===== src/rtl/pwm_duty_capture.sv =====
// PWM duty/period capture: synchronises and deglitches a PWM input, measures high time and
// period of every PWM cycle in clk cycles, and presents each result on a valid/ready register.
module pwm_duty_capture #(
    parameter int CNT_W       = 16,
    parameter int SYNC_STAGES = 2,
    parameter int FILT_LEN    = 3
) (
    input  logic             clk,
    input  logic             reset_n,
    input  logic             pwm_in_data_i,
    input  logic             sample_ready_i,
    output logic             sample_valid_o,
    output logic [CNT_W-1:0] high_cnt_o,
    output logic [CNT_W-1:0] period_cnt_o,
    output logic             timeout_o,
    output logic             overrun_o
);

    localparam int                FCNT_W    = (FILT_LEN > 1) ? $clog2(FILT_LEN) : 1;
    localparam logic [FCNT_W-1:0] FILT_LAST = FCNT_W'(FILT_LEN - 1);
    localparam logic [CNT_W-1:0]  CNT_MAX   = '1;
    localparam logic [CNT_W-1:0]  CNT_ONE   = CNT_W'(1);

    typedef enum logic [1:0] {
        IDLE,
        HIGH,
        LOW
    } state_t;

    function automatic logic [CNT_W-1:0] sat_inc(input logic [CNT_W-1:0] v);
        return (v == CNT_MAX) ? v : v + CNT_ONE;
    endfunction

    logic [SYNC_STAGES-1:0] sync_p0;
    logic                   synced_p0;
    logic [FCNT_W-1:0]      filt_cnt_p1;
    logic                   filt_p1;
    logic                   filt_p2;
    logic                   rise_p2;
    logic                   fall_p2;

    state_t                 state;
    logic [CNT_W-1:0]       hi_cnt;
    logic [CNT_W-1:0]       per_cnt;

    logic                   done_p2;
    logic [CNT_W-1:0]       done_hi_p2;
    logic [CNT_W-1:0]       done_per_p2;
    logic                   done_to_p2;

    // ---- stage 0: metastability synchroniser ----
    always_ff @(posedge clk or negedge reset_n) begin
        if (!reset_n) begin
            sync_p0 <= '0;
        end else begin
            sync_p0 <= {sync_p0[SYNC_STAGES-2:0], pwm_in_data_i};
        end
    end

    assign synced_p0 = sync_p0[SYNC_STAGES-1];

    // ---- stage 1: deglitch filter ----
    // The level only moves after FILT_LEN disagreeing samples in a row, so every edge is
    // delayed by the same amount and measured widths match the input widths.
    always_ff @(posedge clk or negedge reset_n) begin
        if (!reset_n) begin
            filt_cnt_p1 <= '0;
            filt_p1     <= 1'b0;
            filt_p2     <= 1'b0;
        end else begin
            filt_p2 <= filt_p1;
            if (synced_p0 != filt_p1) begin
                if (filt_cnt_p1 == FILT_LAST) begin
                    filt_p1     <= synced_p0;
                    filt_cnt_p1 <= '0;
                end else begin
                    filt_cnt_p1 <= filt_cnt_p1 + FCNT_W'(1);
                end
            end else begin
                filt_cnt_p1 <= '0;
            end
        end
    end

    // ---- stage 2: edge detect and measurement FSM ----
    assign rise_p2 = filt_p1 & ~filt_p2;
    assign fall_p2 = ~filt_p1 & filt_p2;

    always_comb begin
        done_p2     = 1'b0;
        done_hi_p2  = hi_cnt;
        done_per_p2 = per_cnt;
        done_to_p2  = 1'b0;
        if (state == HIGH || state == LOW) begin
            if (rise_p2) begin
                done_p2 = 1'b1;
            end else if (per_cnt == CNT_MAX) begin
                done_p2     = 1'b1;
                done_per_p2 = CNT_MAX;
                done_to_p2  = 1'b1;
            end
        end
    end

    always_ff @(posedge clk or negedge reset_n) begin
        if (!reset_n) begin
            state   <= IDLE;
            hi_cnt  <= '0;
            per_cnt <= '0;
        end else begin
            case (state)
                IDLE: begin
                    if (rise_p2) begin
                        state   <= HIGH;
                        hi_cnt  <= CNT_ONE;
                        per_cnt <= CNT_ONE;
                    end else begin
                        hi_cnt  <= '0;
                        per_cnt <= '0;
                    end
                end
                HIGH, LOW: begin
                    if (rise_p2) begin
                        // Rising edge closes one period and opens the next in the same cycle.
                        state   <= HIGH;
                        hi_cnt  <= CNT_ONE;
                        per_cnt <= CNT_ONE;
                    end else if (per_cnt == CNT_MAX) begin
                        state   <= IDLE;
                        hi_cnt  <= '0;
                        per_cnt <= '0;
                    end else begin
                        per_cnt <= sat_inc(per_cnt);
                        if (state == HIGH) begin
                            if (fall_p2) begin
                                state <= LOW;
                            end else begin
                                hi_cnt <= sat_inc(hi_cnt);
                            end
                        end
                    end
                end
                default: begin
                    state   <= IDLE;
                    hi_cnt  <= '0;
                    per_cnt <= '0;
                end
            endcase
        end
    end

    // ---- stage 3: result register with valid/ready handshake ----
    always_ff @(posedge clk or negedge reset_n) begin
        if (!reset_n) begin
            sample_valid_o <= 1'b0;
            high_cnt_o     <= '0;
            period_cnt_o   <= '0;
            timeout_o      <= 1'b0;
            overrun_o      <= 1'b0;
        end else begin
            overrun_o <= 1'b0;
            if (done_p2) begin
                if (!sample_valid_o || sample_ready_i) begin
                    sample_valid_o <= 1'b1;
                    high_cnt_o     <= done_hi_p2;
                    period_cnt_o   <= done_per_p2;
                    timeout_o      <= done_to_p2;
                end else begin
                    overrun_o <= 1'b1;
                end
            end else if (sample_valid_o && sample_ready_i) begin
                sample_valid_o <= 1'b0;
            end
        end
    end

endmodule


===== config.mk =====
export PLATFORM = sky130hd
export DESIGN_NAME = pwm_duty_capture
export DESIGN_NICKNAME = d
export VERILOG_FILES = /design/src/rtl/pwm_duty_capture.sv
export SDC_FILE = /design/constraint.sdc
export NUM_CORES = 1
export LEC_CHECK = 0
export BUFFER_PORTS_ARGS = -buffer_cell sky130_fd_sc_hd__clkbuf_2
export CORE_UTILIZATION = 65
export CTS_BUF_LIST = sky130_fd_sc_hd__clkbuf_4 sky130_fd_sc_hd__clkbuf_8
export CTS_CLUSTER_SIZE = 28
export DETAILED_ROUTE_END_ITERATION = 8
export PLACE_DENSITY_LB_ADDON = 0.2
export SETUP_SLACK_MARGIN = 0.1
export SLEW_MARGIN = 15
export SYNTH_ARGS = -nofsm -noshare
export SYNTH_HDL_FRONTEND = slang
export SYNTH_SLANG_ARGS = --single-unit

===== constraint.sdc =====
create_clock -name clk -period 6.44 [get_ports clk]
set_clock_uncertainty 0.1 [all_clocks]
set_input_delay 1.288 -clock clk [delete_from_list [all_inputs] [get_ports clk]]
set_output_delay 1.288 -clock clk [all_outputs]
set_load 0.02 [all_outputs]

-- Word level (Yosys, flattened, before mapping)
Index checks and enable logic that the tools add are counted.
Widths: inputs -> output; s select.
- register bits: 75
- word-level logic and storage cells: 74
- reductions and logical operators: 12
- equal/unequal tests: 12
- bitwise operators: 4
- $add $sub $neg: 3
- mux-type cells: 31
- operator list (kind ; number):
    $mux 16 ; 10
    $pmux 16 s2 ; 2
    $add 16x1->16 const B ; 2
    $eq 16x16->1 const B ; 2
    $ne 4x4->1 const B ; 4
    $mux 2 ; 7
    $mux 1 ; 11
    $reduce_and 2->1 ; 3
    $reduce_and 3->1 ; 2
    $eq 2x2->1 const B ; 2
    $pmux 2 s2 ; 1
    $add 2x1->2 const B ; 1
    $and 1x1->1 ; 2
    $eq 2x1->1 const B ; 1
    $logic_not 2->1 ; 1
    $logic_or 1x1->1 ; 2
    $ne 2x1->1 const B ; 1
    $ne 2x2->1 const B ; 1
    $not 1->1 ; 2
    $reduce_bool 2->1 ; 1
    $reduce_or 2->1 ; 1
    $logic_and 1x1->1 ; 1
    $logic_not 1->1 ; 1
    $ne 1x1->1 ; 1

-- Depth between registers and ports, before layout
Gate-level depths: netlist of the first run.
- word-level depth: 7
- mapped depth: 9

-- Least setup slack after synthesis of the first run
Ideal clock, no wire load.
- kind: input-to-reg
- from: input port sample_ready_i
- to: register high_cnt_o[15]
- slack: 3788 ps
- path buffers: 1
- arrival: 2424 ps
- library setup time: 128 ps
- data required time: 6212 ps
- stages on the path: 5
- path through: nand2b_1 > and2_1 > o21ai_2 > clkbuf_1 > mux2_1
- word-level cells in the longest chain between the ends: 2
- ends and longest elaborated chain (what ; line ; text):
    start: declaration ; 11 ; input logic sample_ready_i,
    $logic_or 1x1->1 ; 163 ; if (!sample_valid_o || sample_ready_i) begin
    $reduce_and 2->1 (no source line) ; - ;
    end signal: assignment ; 165 ; high_cnt_o <= done_hi_p2;
    end: declaration ; 13 ; output logic [CNT_W-1:0] high_cnt_o,
Every way passes these cells.
A chain may end at the register's enable or synchronous reset.

-- Worst setup path after layout of the first run
- from: register filt_p1
- to: register hi_cnt[9], in the netlist done_hi_p2[9]
- word-level cells in the longest chain between the ends: 4
- elaborated cells on any way between the ends: 9
- ends and longest elaborated chain (what ; line ; text):
    start: declaration ; 37 ; logic filt_p1;
    start signal: assignment ; 74 ; filt_p1 <= synced_p0;
    $not 1->1 ; 87 ; assign fall_p2 = ~filt_p1 & filt_p2;
    $and 1x1->1 ; 87 ;
    $ne 4x4->1 (no source line) ; - ;
    $reduce_and 3->1 (no source line) ; - ;
    end signal: assignment ; 138 ; hi_cnt <= sat_inc(hi_cnt);
    end: declaration ; 43 ; logic [CNT_W-1:0] hi_cnt;
Parallel ways exist; a longest one is shown, timed or not.

==> results.env, run 1 <==
VIAS=2496
REGISTER_CELL_AREA_AFTER_LAYOUT_SQ_UM=1880
CRITICAL_PATH_STARTPOINT='filt_p1$_DFFE_PN0P_'
TIMING.SLEW.HEADROOM_PCT=27.2
CRIT_REQUIRED_NS=6.60
DR_WL_MET2_UM=3220
MIN_PATH_CELLS=0
VIAS_PER_CELL=5.83
POST_SYNTH.CELL_AREA_AVG_SQ_UM=10.9
HTREEDEPTH=3
PERIOD_MINUS_SLACK_NS=2.79
RESULT_OF_THE_RUN='completed'
HOLD_VIOL=0
PLACEMENT_ROWS=26
ROUTED_WIRELENGTH_UM=6630
FINAL-MAX-SLEW-VIOLATION-COUNT=0
VIA_COUNT_OF_THE_FIRST_GLOBAL_ROUTING_PASS=2349
DIE_W_UM=74.5
SYNTH-EDFF-COUNT=0
YOSYS_REGISTER_BITS=75
R2R.WORST_PATH.CELLS=7
CLK_LATENCY_NS=0.35
CRIT_TYPE='flip-flop to flip-flop'
PLACE_CONGESTION=0.874
ROUTE.LAYER.MET1.WL_UM=2980
CRITICAL_PATH.SLOWEST_CELL='nor2_1'
END_KIND='flip-flop'
POSTPLACECELLAREA_SQ_UM=3680
SYNTH.YOSYS.SEQ_AREA_SHARE_PCT=54.9
PLACEMENT.IO_BUFFERS=38
POST_CTS_BUFFERS=0
DPL.HPWL_UM=4270
CTS_HOLD_BUFFERS=0
FINAL_CELL_AREA_EXCLUDING_FILLER_CELLS_SQ_UM=3900
TOTAL_LEAKAGE_POWER_nW=1.91
WORST-PATH-MAX-FANOUT=12
WORSTHOLDPATHTYPE='flip-flop to flip-flop'
COMBINED_AREA_OF_THE_MULTI_INPUT_LOGIC_CELLS_SQ_UM=1460
WORSTPATHBUFFERINVERTERCOUNT=1
PEAK_SUPPLY_DROP_V=0.000222
PIN_COUNT=39
SYNTH.YOSYS.WARNINGS=0
DR.PASS1.ITERS=4
WORST_EP_ARRIVAL_TIME_NS=2.95
WORST_PATH_LARGEST_CELL_DELAY_NS=0.57
START_KIND='flip-flop'
MET3WIRELENGTH_UM=279
START_UTIL_PCT=67.4
TRACK_USAGE_PCT=26.7
GLOBALROUTE.TOTALOVERFLOW=0
MASTER_CELL_OF_THE_CLOCK_ROOT_BUFFER='clkbuf_8'
WORSTMARGINPINSLEW_NS=1.09
POSTSYNTHNETCOUNT=324
ROUTED_WIRE_LENGTH_PER_INSTANCE_UM=15.5
POSTSYNTH.TOPFLOPCELL='dfrtp_1'
TIMING.FINAL.WS_SETUP_NS=3.65
CORE-AREA_SQ_UM=5070
SETUP_VIOL=0
CTS_MAX_PATH_BUFFERS=2
POWER.DENSITY_CELL_AREA_nW_PER_UM2=353
CTS_TREE='done'
DIE_H_UM=74.5
DIE_AREA_SQ_UM=5560
SYNTH_ASYNC_SR_FLOP_SHARE_PCT=100
DP_WORST_SETUP_SLACK_NS=3.61
NNETSFINAL=364
R2R_START='filt_p1$_DFFE_PN0P_'
DRT_FIRST_ITER_VIOLATIONS=116
MAXIMUM_NUMBER_OF_PINS_ON_ONE_NET_BEFORE_GLOBAL_ROUTE_REPAIR=76
PERIOD_SHARE_PCT=43.4
CTS_SINKS=75
CRIT_PATH_CELL_CHAIN='ha_1 -> nor2_1 -> nand4b_1 -> a211oi_1 -> buf_4 -> a31oi_1 -> a31oi_1'
DRCVIOLATIONCOUNT=0
TIMING.CRITICAL_PATH.MODE_CELL='a31oi_1'
SYN_TO_FINAL_GROWTH_PCT=14.0
ANTENNA_FOUND_INITIAL=0
RR_ENDPOINT='done_hi_p2[9]$_DFFE_PN0P_'
SETUP.REG_TO_REG.WORST_SLACK_NS=3.65
CRIT_END='done_hi_p2[9]$_DFFE_PN0P_'
MOSTFREQUENTLAYOUTCELLS='dfrtp_1 (75), clkbuf_2 (37), nor2_1 (33)'
CTS_INSERTED_BUFFERS=9
SUM_OF_NEGATIVE_SETUP_SLACK_NS=0
PATH_DEPTH=7
SYNTH_CELLS=313
TIMING.MAX_CAP.VIOLATIONS=0
WORST_PATH_DOMINANT_CELL_FAMILY='compound AO/OA/AOI/OAI gates'
MOSTFREQUENTLAYOUTCELL='dfrtp_1'
SYNTHESIS.AREA_SQ_UM=3420
DRIVE_GT1_SHARE_PCT=19.0
MAX_FREQ_MHz=358
HIGHEST_LAYER='met4'
FINAL.FILL_COUNT=353
POSTCTSRESIZEDCELLS=0
POST_SYNTH_CELL_TYPES=48
GRT_SETUP_UNREPAIRED='false'
ANT_NETS=0
PATH_CLK_SLEW_NS=0.08
N_ANTENNA_CELL=0
GRT_FIRST_PASS_WIRELENGTH_UM=10800
through the flow:
stage	power (mW)	hold slack [ns]	utilization, %	cells
4_1_cts	1.38	0.266	76.8	428
5_1_grt	1.45	0.268	76.8	428
6_report	1.38	0.268	76.8	428
3_5_place_dp	0.994	0.248	72.4	412
3_3_place_gp	0.981	0.239	72.4	412
2_1_floorplan	0.892	0.231	-	313
registers in the layout, indices dropped and copies added (netlist names):
name and count:
done_hi_p2 16, high_cnt_o 16, per_cnt 16, period_cnt_o 16, filt_cnt_p1 2, state 2, sync_p0 2, filt_p1 1
filt_p2 1, overrun_o 1, sample_valid_o 1, timeout_o 1
kinds of logic after synthesis:
family,share of synthesized area (%)
AO/OA/AOI/OAI,10.7
XOR/XNOR,3.84
adder cells (fa/ha/maj),2.56
buffers and inverters,2.89
flip-flops,54.9
multiplexers,9.47
AND/OR/NAND/NOR,15.7
synth_stat cells, types with 2 or more instances:
master    instances  area share [%]
a21oi_1          14             2.0
a22o_1            2            0.51
a22oi_1           2            0.44
a31oi_1           8             1.5
a41oi_1           2            0.51
and2_1            2            0.37
and3_1            4            0.73
and4_1            2            0.51
buf_2             4            0.59
clkbuf_1          6            0.66
dfrtp_1          75              55
ha_1              7             2.6
inv_1            12             1.3
mux2_1           25             8.2
mux2_2            2            0.66
mux2i_1           2            0.59
nand2_1          26             2.9
nand2b_1          4            0.73
nand3_1          11             1.6
nand4_1           7             1.3
nor2_1           33             3.6
nor3_1            9             1.3
o21a_1            2            0.44
o21ai_0           6            0.88
o21ai_1           7             1.0
o22ai_1           3            0.55
or2_2             2            0.37
xnor2_1           7             1.8
xor2_1            8             2.0
power breakdown:
part           internal, mW  leakage (nW)  switching [mW]
registers             0.514          1.02          0.0330
logic                 0.148         0.767           0.292
clock network         0.221         0.116           0.167
total                 0.883          1.91           0.492
layout make-up:
class	count	area share (%)
Inverter	12	1.16
Clock inverter	3	1.12
Tap cell	70	2.25
Clock buffer	13	4.59
Timing Repair Buffer	40	5.33
Multi-Input combinational cell	215	37.4
Sequential cell	75	48.1
worst min-delay path by stage:
stage,start,endpoint,slack [ns]
after global routing,sync_p0[0]$_DFF_PN0_,sync_p0[1]$_DFF_PN0_,0.27
after floorplan,sync_p0[0]$_DFF_PN0_,sync_p0[1]$_DFF_PN0_,0.23
after detailed placement,sync_p0[0]$_DFF_PN0_,sync_p0[1]$_DFF_PN0_,0.25
after global placement,sync_p0[0]$_DFF_PN0_,sync_p0[1]$_DFF_PN0_,0.24
after CTS,sync_p0[0]$_DFF_PN0_,sync_p0[1]$_DFF_PN0_,0.27
final,sync_p0[0]$_DFF_PN0_,sync_p0[1]$_DFF_PN0_,0.27
per-layer routing:
metal | GRT usage, % | up-vias
met4 | 14.7 | 0
met3 | 5.28 | 13
met1 | 32.1 | 1228
met2 | 45.0 | 72
li1 | - | 1183
met5 | 0 | -
(Power assumes the default switching activity.)
==> inputs of run 2 (changes only) <==
- CORE_UTILIZATION: 65 -> 54
- clock period: 6.44 -> 2.3 ns (I/O delays scaled with it)
==> run 2 against run 1 <==
Compared with the run above:
- non-clock buffer count rose by 26
- via count rose by 4.3%
- first-iteration DRC count rose by 21%
- sequential power rose to 2.8 times the previous value
- wire length rose by 6.8%
- die area rose by 20%
- maximum frequency rose by 31%
- register-to-register slack got worse by 3.5 ns
- cell count rose by 7.2%
- sequential share of layout area fell by 3.4 points
- flip-flop and latch count did not move
- power rose to 3.1 times the previous value
==> results.env, run 2 (synthesis results as in run 1) <==
RESULT_OF_THE_RUN='completed'
HIGHEST_LAYER='met4'
WORST_EP_ARRIVAL_TIME_NS=2.27  # -0.68 ns
ROUTED_WIRE_LENGTH_PER_INSTANCE_UM=15.4  # -0.41%
MAXIMUM_NUMBER_OF_PINS_ON_ONE_NET_BEFORE_GLOBAL_ROUTE_REPAIR=47  # -38%
START_UTIL_PCT=56.8  # -11 points
CLK_LATENCY_NS=0.35  # about the same
CTS_MAX_PATH_BUFFERS=2  # unchanged
WORST-PATH-MAX-FANOUT=4  # -8
END_KIND='flip-flop'
MOSTFREQUENTLAYOUTCELL='dfrtp_1'
TIMING.MAX_CAP.VIOLATIONS=0  # unchanged
DIE_H_UM=81.6  # +9.5%
PLACE_CONGESTION=0.802  # -8.2%
WORSTPATHBUFFERINVERTERCOUNT=1  # unchanged
DIE_W_UM=81.6  # +9.5%
HTREEDEPTH=3  # unchanged
DRT_FIRST_ITER_VIOLATIONS=140  # +21%
VIAS_PER_CELL=5.67  # -2.7%
CTS_HOLD_BUFFERS=0  # unchanged
ROUTE.LAYER.MET1.WL_UM=3100  # +3.8%
HOLD_VIOL=0  # unchanged
GRT_SETUP_UNREPAIRED='true'
DR.PASS1.ITERS=5  # +1
FINAL.FILL_COUNT=447  # +27%
DRIVE_GT1_SHARE_PCT=26.8  # +7.8 points
DRCVIOLATIONCOUNT=0  # unchanged
SYN_TO_FINAL_GROWTH_PCT=22.8
TOTAL_LEAKAGE_POWER_nW=2.07  # +8.3%
CRITICAL_PATH.SLOWEST_CELL='or3_4'
WORST_PATH_DOMINANT_CELL_FAMILY='compound AO/OA/AOI/OAI gates'
CTS_TREE='done'
MOSTFREQUENTLAYOUTCELLS='dfrtp_1 (73), clkbuf_2 (37), nor2_1 (31)'
VIA_COUNT_OF_THE_FIRST_GLOBAL_ROUTING_PASS=2417  # +2.9%
SETUP_VIOL=0  # unchanged
FINAL-MAX-SLEW-VIOLATION-COUNT=0  # unchanged
PERIOD_MINUS_SLACK_NS=2.14  # -0.657 ns
WORST_PATH_LARGEST_CELL_DELAY_NS=0.39  # -0.18 ns
CRIT_PATH_CELL_CHAIN='ha_2 -> nand3_1 -> or3_4 -> o41ai_4 -> buf_4 -> o21ai_1 -> o22a_1'
N_ANTENNA_CELL=0  # unchanged
PLACEMENT.IO_BUFFERS=38  # unchanged
CTS_SINKS=75  # unchanged
WORSTHOLDPATHTYPE='input pin to async pin'
PATH_CLK_SLEW_NS=0.07  # about the same
ANTENNA_FOUND_INITIAL=0  # unchanged
SUM_OF_NEGATIVE_SETUP_SLACK_NS=0  # unchanged
GLOBALROUTE.TOTALOVERFLOW=0  # unchanged
ANT_NETS=0  # unchanged
NNETSFINAL=390  # +7.1%
ROUTED_WIRELENGTH_UM=7080  # +6.8%
PIN_COUNT=39  # unchanged
POWER.DENSITY_CELL_AREA_nW_PER_UM2=1010  # +190%
CORE-AREA_SQ_UM=6030  # +19%
VIAS=2604  # +4.3%
CTS_INSERTED_BUFFERS=9  # unchanged
TIMING.SLEW.HEADROOM_PCT=60.3  # +33 points
DPL.HPWL_UM=4610  # +7.9%
POSTPLACECELLAREA_SQ_UM=3850  # +4.7%
CRIT_REQUIRED_NS=2.43  # -4.17 ns
WORSTMARGINPINSLEW_NS=0.596  # -0.493 ns
PERIOD_SHARE_PCT=92.9  # +50 points
PEAK_SUPPLY_DROP_V=0.000589  # +170%
GRT_FIRST_PASS_WIRELENGTH_UM=11400  # +6.0%
FINAL_CELL_AREA_EXCLUDING_FILLER_CELLS_SQ_UM=4200  # +7.7%
MAX_FREQ_MHz=468  # +31%
CRIT_TYPE='flip-flop to flip-flop'
MASTER_CELL_OF_THE_CLOCK_ROOT_BUFFER='clkbuf_8'
DR_WL_MET2_UM=3400  # +5.5%
START_KIND='flip-flop'
FINISH.UTILIZATION_PCT=69.7  # -7.1 points
MET3WIRELENGTH_UM=364  # +30%
DIE_AREA_SQ_UM=6660  # +20%
PLACEMENT_ROWS=28  # +7.7%
TRACK_USAGE_PCT=23.7  # -3.0 points
[run 2: cell types whose count changed in the layout (fill, tap and decap cells not counted), sizes merged]
cell / previous run / this run
bufinv: 1 / 2
clkinv: 2 / 1
clkinvlp: 0 / 1
clkbuf: 50 / 49
buf: 3 / 29
[run 2: layout make-up]
cell class | count | area, sq um | area share, %
inverters | 12 | 45.0 | 1.07
flip-flops and latches | 75 | 1880 | 44.8
well taps | 75 | 93.8 | 2.23
clock buffers | 12 | 159 | 3.78
repair buffers | 66 | 455 | 10.8
clock inverters | 4 | 72.6 | 1.73
multi-input cells | 215 | 1490 | 35.6
[run 2: what timing repair did]
action,CTS,global route
setup endpoints to repair,17,43
pin swaps,2,3
resized for setup,3,11
setup buffers,2,7
gates cloned,0,0
[run 2: path summary, 6_finish.rpt]
kind / cells after the start / slack [ns] / endpoint / from
max: 7 / 0.16 / done_hi_p2[0]$_DFFE_PN0P_ / done_hi_p2[0]$_DFFE_PN0P_
min: 1 / 0.01 / period_cnt_o[4]$_DFFE_PN0P_ / reset_n
max reg2reg: 7 / 0.16 / done_hi_p2[0]$_DFFE_PN0P_ / done_hi_p2[0]$_DFFE_PN0P_
min reg2reg: 0 / 0.26 / sync_p0[1]$_DFF_PN0_ / sync_p0[0]$_DFF_PN0_
max in group asynchronous: 2 / 1.51 / done_hi_p2[6]$_DFFE_PN0P_ / reset_n
min in group clk: 1 / 0.12 / sync_p0[0]$_DFF_PN0_ / pwm_in_data_i
[run 2: routing by layer]
metal  up-vias  track usage (%)
li1       1230                -
met1      1266             30.4
met2        87             37.4
met3        21             4.22
met4         0             14.4
met5         -                0
[run 2: stage by stage]
stage                     total power [mW]  worst slack [ns]  hold slack [ns]  std cells
after floorplan                       2.50             0.141           0.0644        313
after global placement                2.99            0.0326            0.245        434
after detailed placement              3.03            0.0545            0.245        434
after CTS                             4.23             0.101           0.0176        452
after global routing                  4.51            0.0622           0.0668        459
final                                 4.26             0.163           0.0122        459
[run 2: power breakdown]
| part | switching [mW] | internal [mW] | total, mW |
|---|---|---|---|
| clock network | 0.470 | 0.681 | 1.15 |
| registers | 0.0741 | 1.44 | 1.51 |
| logic | 0.948 | 0.650 | 1.60 |
==> inputs of run 3 (changes only) <==
- ABC_AREA: unset -> 1
- CORE_UTILIZATION: 54 -> 55
- CTS_CLUSTER_SIZE: 28 -> 10
- GPL_ROUTABILITY_DRIVEN: unset -> 0
==> run 3 against run 2 <==
Compared with the run above:
- first-iteration DRC count increased by 24%
- sequential share of layout area increased by 0.71 points
- cell area decreased by 1.7%
- non-clock buffer count decreased by 20
- synthesized cell count increased by 41%
- hold slack improved by 0.093 ns
- maximum frequency increased by 2.7%
- register-to-register slack improved by 0.06 ns
- clock power decreased by 9.6%
- cell count increased by 24%
- wire length increased by 5.0%
==> results.env, run 3 <==
RESULT_OF_THE_RUN='completed'
GRT_FIRST_PASS_WIRELENGTH_UM=12500  # +9.3%
CORE-AREA_SQ_UM=6350  # +5.4%
ANT_NETS=0  # unchanged
CTS_TREE='done'
HTREEDEPTH=3  # unchanged
ROUTED_WIRELENGTH_UM=7440  # +5.0%
DIE_W_UM=83.1  # +1.8%
FINISH.UTILIZATION_PCT=65.0  # -4.7 points
TIMING.FINAL.WS_SETUP_NS=0.220  # +0.0571 ns
DIE_AREA_SQ_UM=6900  # +3.6%
SYNTH_CELLS=442  # +41%
SYNTHDOMINANTAREACELLTYPE='dfrtp_1'
COMBINED_AREA_OF_THE_MULTI_INPUT_LOGIC_CELLS_SQ_UM=1480  # -1.0%
POST_SYNTH_CELL_TYPES=27  # -44%
PATH_CLK_SLEW_NS=0.08  # about the same
DR.PASS1.ITERS=4  # -1
SETUP_VIOL=0  # unchanged
DP_WORST_SETUP_SLACK_NS=0.176  # +0.122 ns
SYNTH_ASYNC_SR_FLOP_SHARE_PCT=100  # unchanged
TIMING.CRITICAL_PATH.MODE_CELL='nor2_4'
START_KIND='flip-flop'
SYNTH.YOSYS.WARNINGS=0  # unchanged
CRIT_TYPE='flip-flop to flip-flop'
SYNTHESIS.AREA_SQ_UM=3610  # +5.6%
SYNTHTOPCELLSBYAREA='dfrtp_1 (52%), nand2_1 (15%), inv_1 (5.3%), o21ai_1 (4.4%), nor2_1 (4.1%)'
DRCVIOLATIONCOUNT=0  # unchanged
WORSTHOLDPATHTYPE='input pin to flip-flop'
PIN_COUNT=39  # unchanged
CRITICAL_PATH.SLOWEST_CELL='dfrtp_1'
TOTAL_LEAKAGE_POWER_nW=2.12  # +2.4%
REGISTER_CELL_AREA_AFTER_LAYOUT_SQ_UM=1880  # -0.13%
WORST-PATH-MAX-FANOUT=14  # +10
YOSYS-TOP-CELLS-COUNT='nand2_1 (146), dfrtp_1 (75), inv_1 (51)'
SYNTH.YOSYS.SEQ_AREA_SHARE_PCT=51.9  # -2.9 points
VIAS_PER_CELL=5.12  # -9.7%
CRIT_REQUIRED_NS=2.44  # about the same
TIMING.MAX_CAP.VIOLATIONS=0  # unchanged
POSTPLACECELLAREA_SQ_UM=3860  # +0.42%
WORST_PATH_DOMINANT_CELL_FAMILY='simple AND/OR/NAND/NOR gates'
GLOBALROUTE.TOTALOVERFLOW=0  # unchanged
DRT_FIRST_ITER_VIOLATIONS=174  # +24%
TIMING.SLEW.HEADROOM_PCT=61.2  # +0.89 points
N_ANTENNA_CELL=0  # unchanged
GRT_SETUP_UNREPAIRED='true'
SYNTH_TOP_AREA_SHARE_PCT=51.9  # -2.9 points
TOTAL_POWER_mW=4.08  # -4.3%
MASTER_CELL_OF_THE_CLOCK_ROOT_BUFFER='clkbuf_8'
WORSTMARGINPINSLEW_NS=0.578  # -0.0178 ns
POSTSYNTH.TOPFLOPCELL='dfrtp_1'
DRIVE_GT1_SHARE_PCT=15.4  # -11 points
MOST_FREQUENTLY_USED_CELL_TYPE_IN_THE_POST_SYNTHESIS_NETLIST='nand2_1'
WORST_PATH_LARGEST_CELL_DELAY_NS=0.38  # about the same
POSTSYNTHNETCOUNT=453  # +40%
DIE_H_UM=83.1  # +1.8%
FINAL_CELL_AREA_EXCLUDING_FILLER_CELLS_SQ_UM=4130  # -1.7%
HOLD_VIOL=0  # unchanged
FINAL.FILL_COUNT=533  # +19%
CTS_INSERTED_BUFFERS=9  # unchanged
PLACEMENT.IO_BUFFERS=38  # unchanged
MOSTFREQUENTLAYOUTCELLS='nand2_1 (146), dfrtp_1 (75), inv_1 (51)'
PEAK_SUPPLY_DROP_V=0.000604  # +2.5%
MAX_FREQ_MHz=481  # +2.7%
END_KIND='flip-flop'
POST_LAYOUT_NONFILLER_INSTANCES=571  # +24%
DP.CELLS=550  # +27%
TRACK_USAGE_PCT=23.0  # -0.66 points
START_UTIL_PCT=56.9  # +0.14 points
ROUTED_WIRE_LENGTH_PER_INSTANCE_UM=13.0  # -16%
DPL.HPWL_UM=4940  # +7.1%
SYNTH-EDFF-COUNT=0  # unchanged
NNETSFINAL=500  # +28%
ANTENNA_FOUND_INITIAL=0  # unchanged
VIAS=2924  # +12%
PLACEMENT_ROWS=29  # +3.6%
VIA_COUNT_OF_THE_FIRST_GLOBAL_ROUTING_PASS=2718  # +12%
FIN_WORST_HOLD_SLACK_NS=0.105  # +0.0927 ns
WORSTPATHBUFFERINVERTERCOUNT=0  # -1
CRIT_PATH_CELL_CHAIN='ha_1 -> nand2_2 -> nor2_4 -> nand2_2 -> nor2_4 -> nor2_4 -> nand2_1 -> nand3_2 -> nand2_1 -> o21ai_1'
MAXIMUM_NUMBER_OF_PINS_ON_ONE_NET_BEFORE_GLOBAL_ROUTE_REPAIR=56  # +19%
SUM_OF_NEGATIVE_SETUP_SLACK_NS=0  # unchanged
PERIOD_SHARE_PCT=90.4  # -2.5 points
FINAL-MAX-SLEW-VIOLATION-COUNT=0  # unchanged
CTS_MAX_PATH_BUFFERS=2  # unchanged
POWER.DENSITY_CELL_AREA_nW_PER_UM2=988  # -2.7%
CTS_SINKS=75  # unchanged
CLK_LATENCY_NS=0.36  # about the same
SYN_TO_FINAL_GROWTH_PCT=14.2
MOSTFREQUENTLAYOUTCELL='nand2_1'
WORST_EP_ARRIVAL_TIME_NS=2.22  # -0.05 ns
PERIOD_MINUS_SLACK_NS=2.08  # -0.0571 ns
POST_SYNTH.CELL_AREA_AVG_SQ_UM=8.18  # -25%
YOSYS_REGISTER_BITS=75  # unchanged
[run 3: cells by family (layout without fill, tap and decap cells)]
kind of cell | Yosys count | in the layout | synth area share [%]
buffers and inverters | 63 | 114 | 7.65
XOR/XNOR | 12 | 12 | 2.91
AO/OA/AOI/OAI | 46 | 46 | 6.44
adder cells (fa/ha/maj) | 7 | 7 | 2.42
AND/OR/NAND/NOR | 239 | 240 | 28.6
flip-flops | 75 | 75 | 51.9
[run 3: final timing paths]
| path | startpoint | slack (ns) | to | cells past startpoint |
|---|---|---|---|---|
| max | per_cnt[1]$_DFF_PN0_ | 0.22 | done_hi_p2[0]$_DFFE_PN0P_ | 10 |
| min | pwm_in_data_i | 0.10 | sync_p0[0]$_DFF_PN0_ | 1 |
| max reg2reg | per_cnt[1]$_DFF_PN0_ | 0.22 | done_hi_p2[0]$_DFFE_PN0P_ | 10 |
| min reg2reg | sync_p0[0]$_DFF_PN0_ | 0.26 | sync_p0[1]$_DFF_PN0_ | 0 |
| max in group asynchronous | reset_n | 1.06 | high_cnt_o[12]$_DFFE_PN0P_ | 3 |
| min in group asynchronous | reset_n | 0.47 | period_cnt_o[14]$_DFFE_PN0P_ | 2 |
[run 3: cell type report]
type / instances / share of cell area (%)
inverter: 52 / 4.73
multi-input combinational: 305 / 35.8
clock buffer: 10 / 3.33
tap: 77 / 2.33
clock inverter: 6 / 1.52
timing repair buffer: 46 / 6.79
sequential: 75 / 45.5
[run 3: metal layers]
layer  wire length [um]  global-route usage, %  up-vias
met3                362                   5.57       14
met5                  0                      0        -
met1               3370                   29.5     1358
met2               3540                   37.1       75
li1                   -                      -     1477
met4                171                   10.3        0
[run 3: power breakdown]
part	switching (mW)	internal [mW]
sequential	0.0976	1.45
combinational	1.04	0.452
clock	0.507	0.530
total	1.64	2.44
[run 3: timing repair]
| action | in CTS | in global routing |
|---|---|---|
| buffers inserted | 0 | 3 |
| hold endpoints to repair | 31 | 0 |
| setup endpoints to repair | 0 | 15 |
| resized for setup | 0 | 1 |
| hold buffers | 1 | 0 |
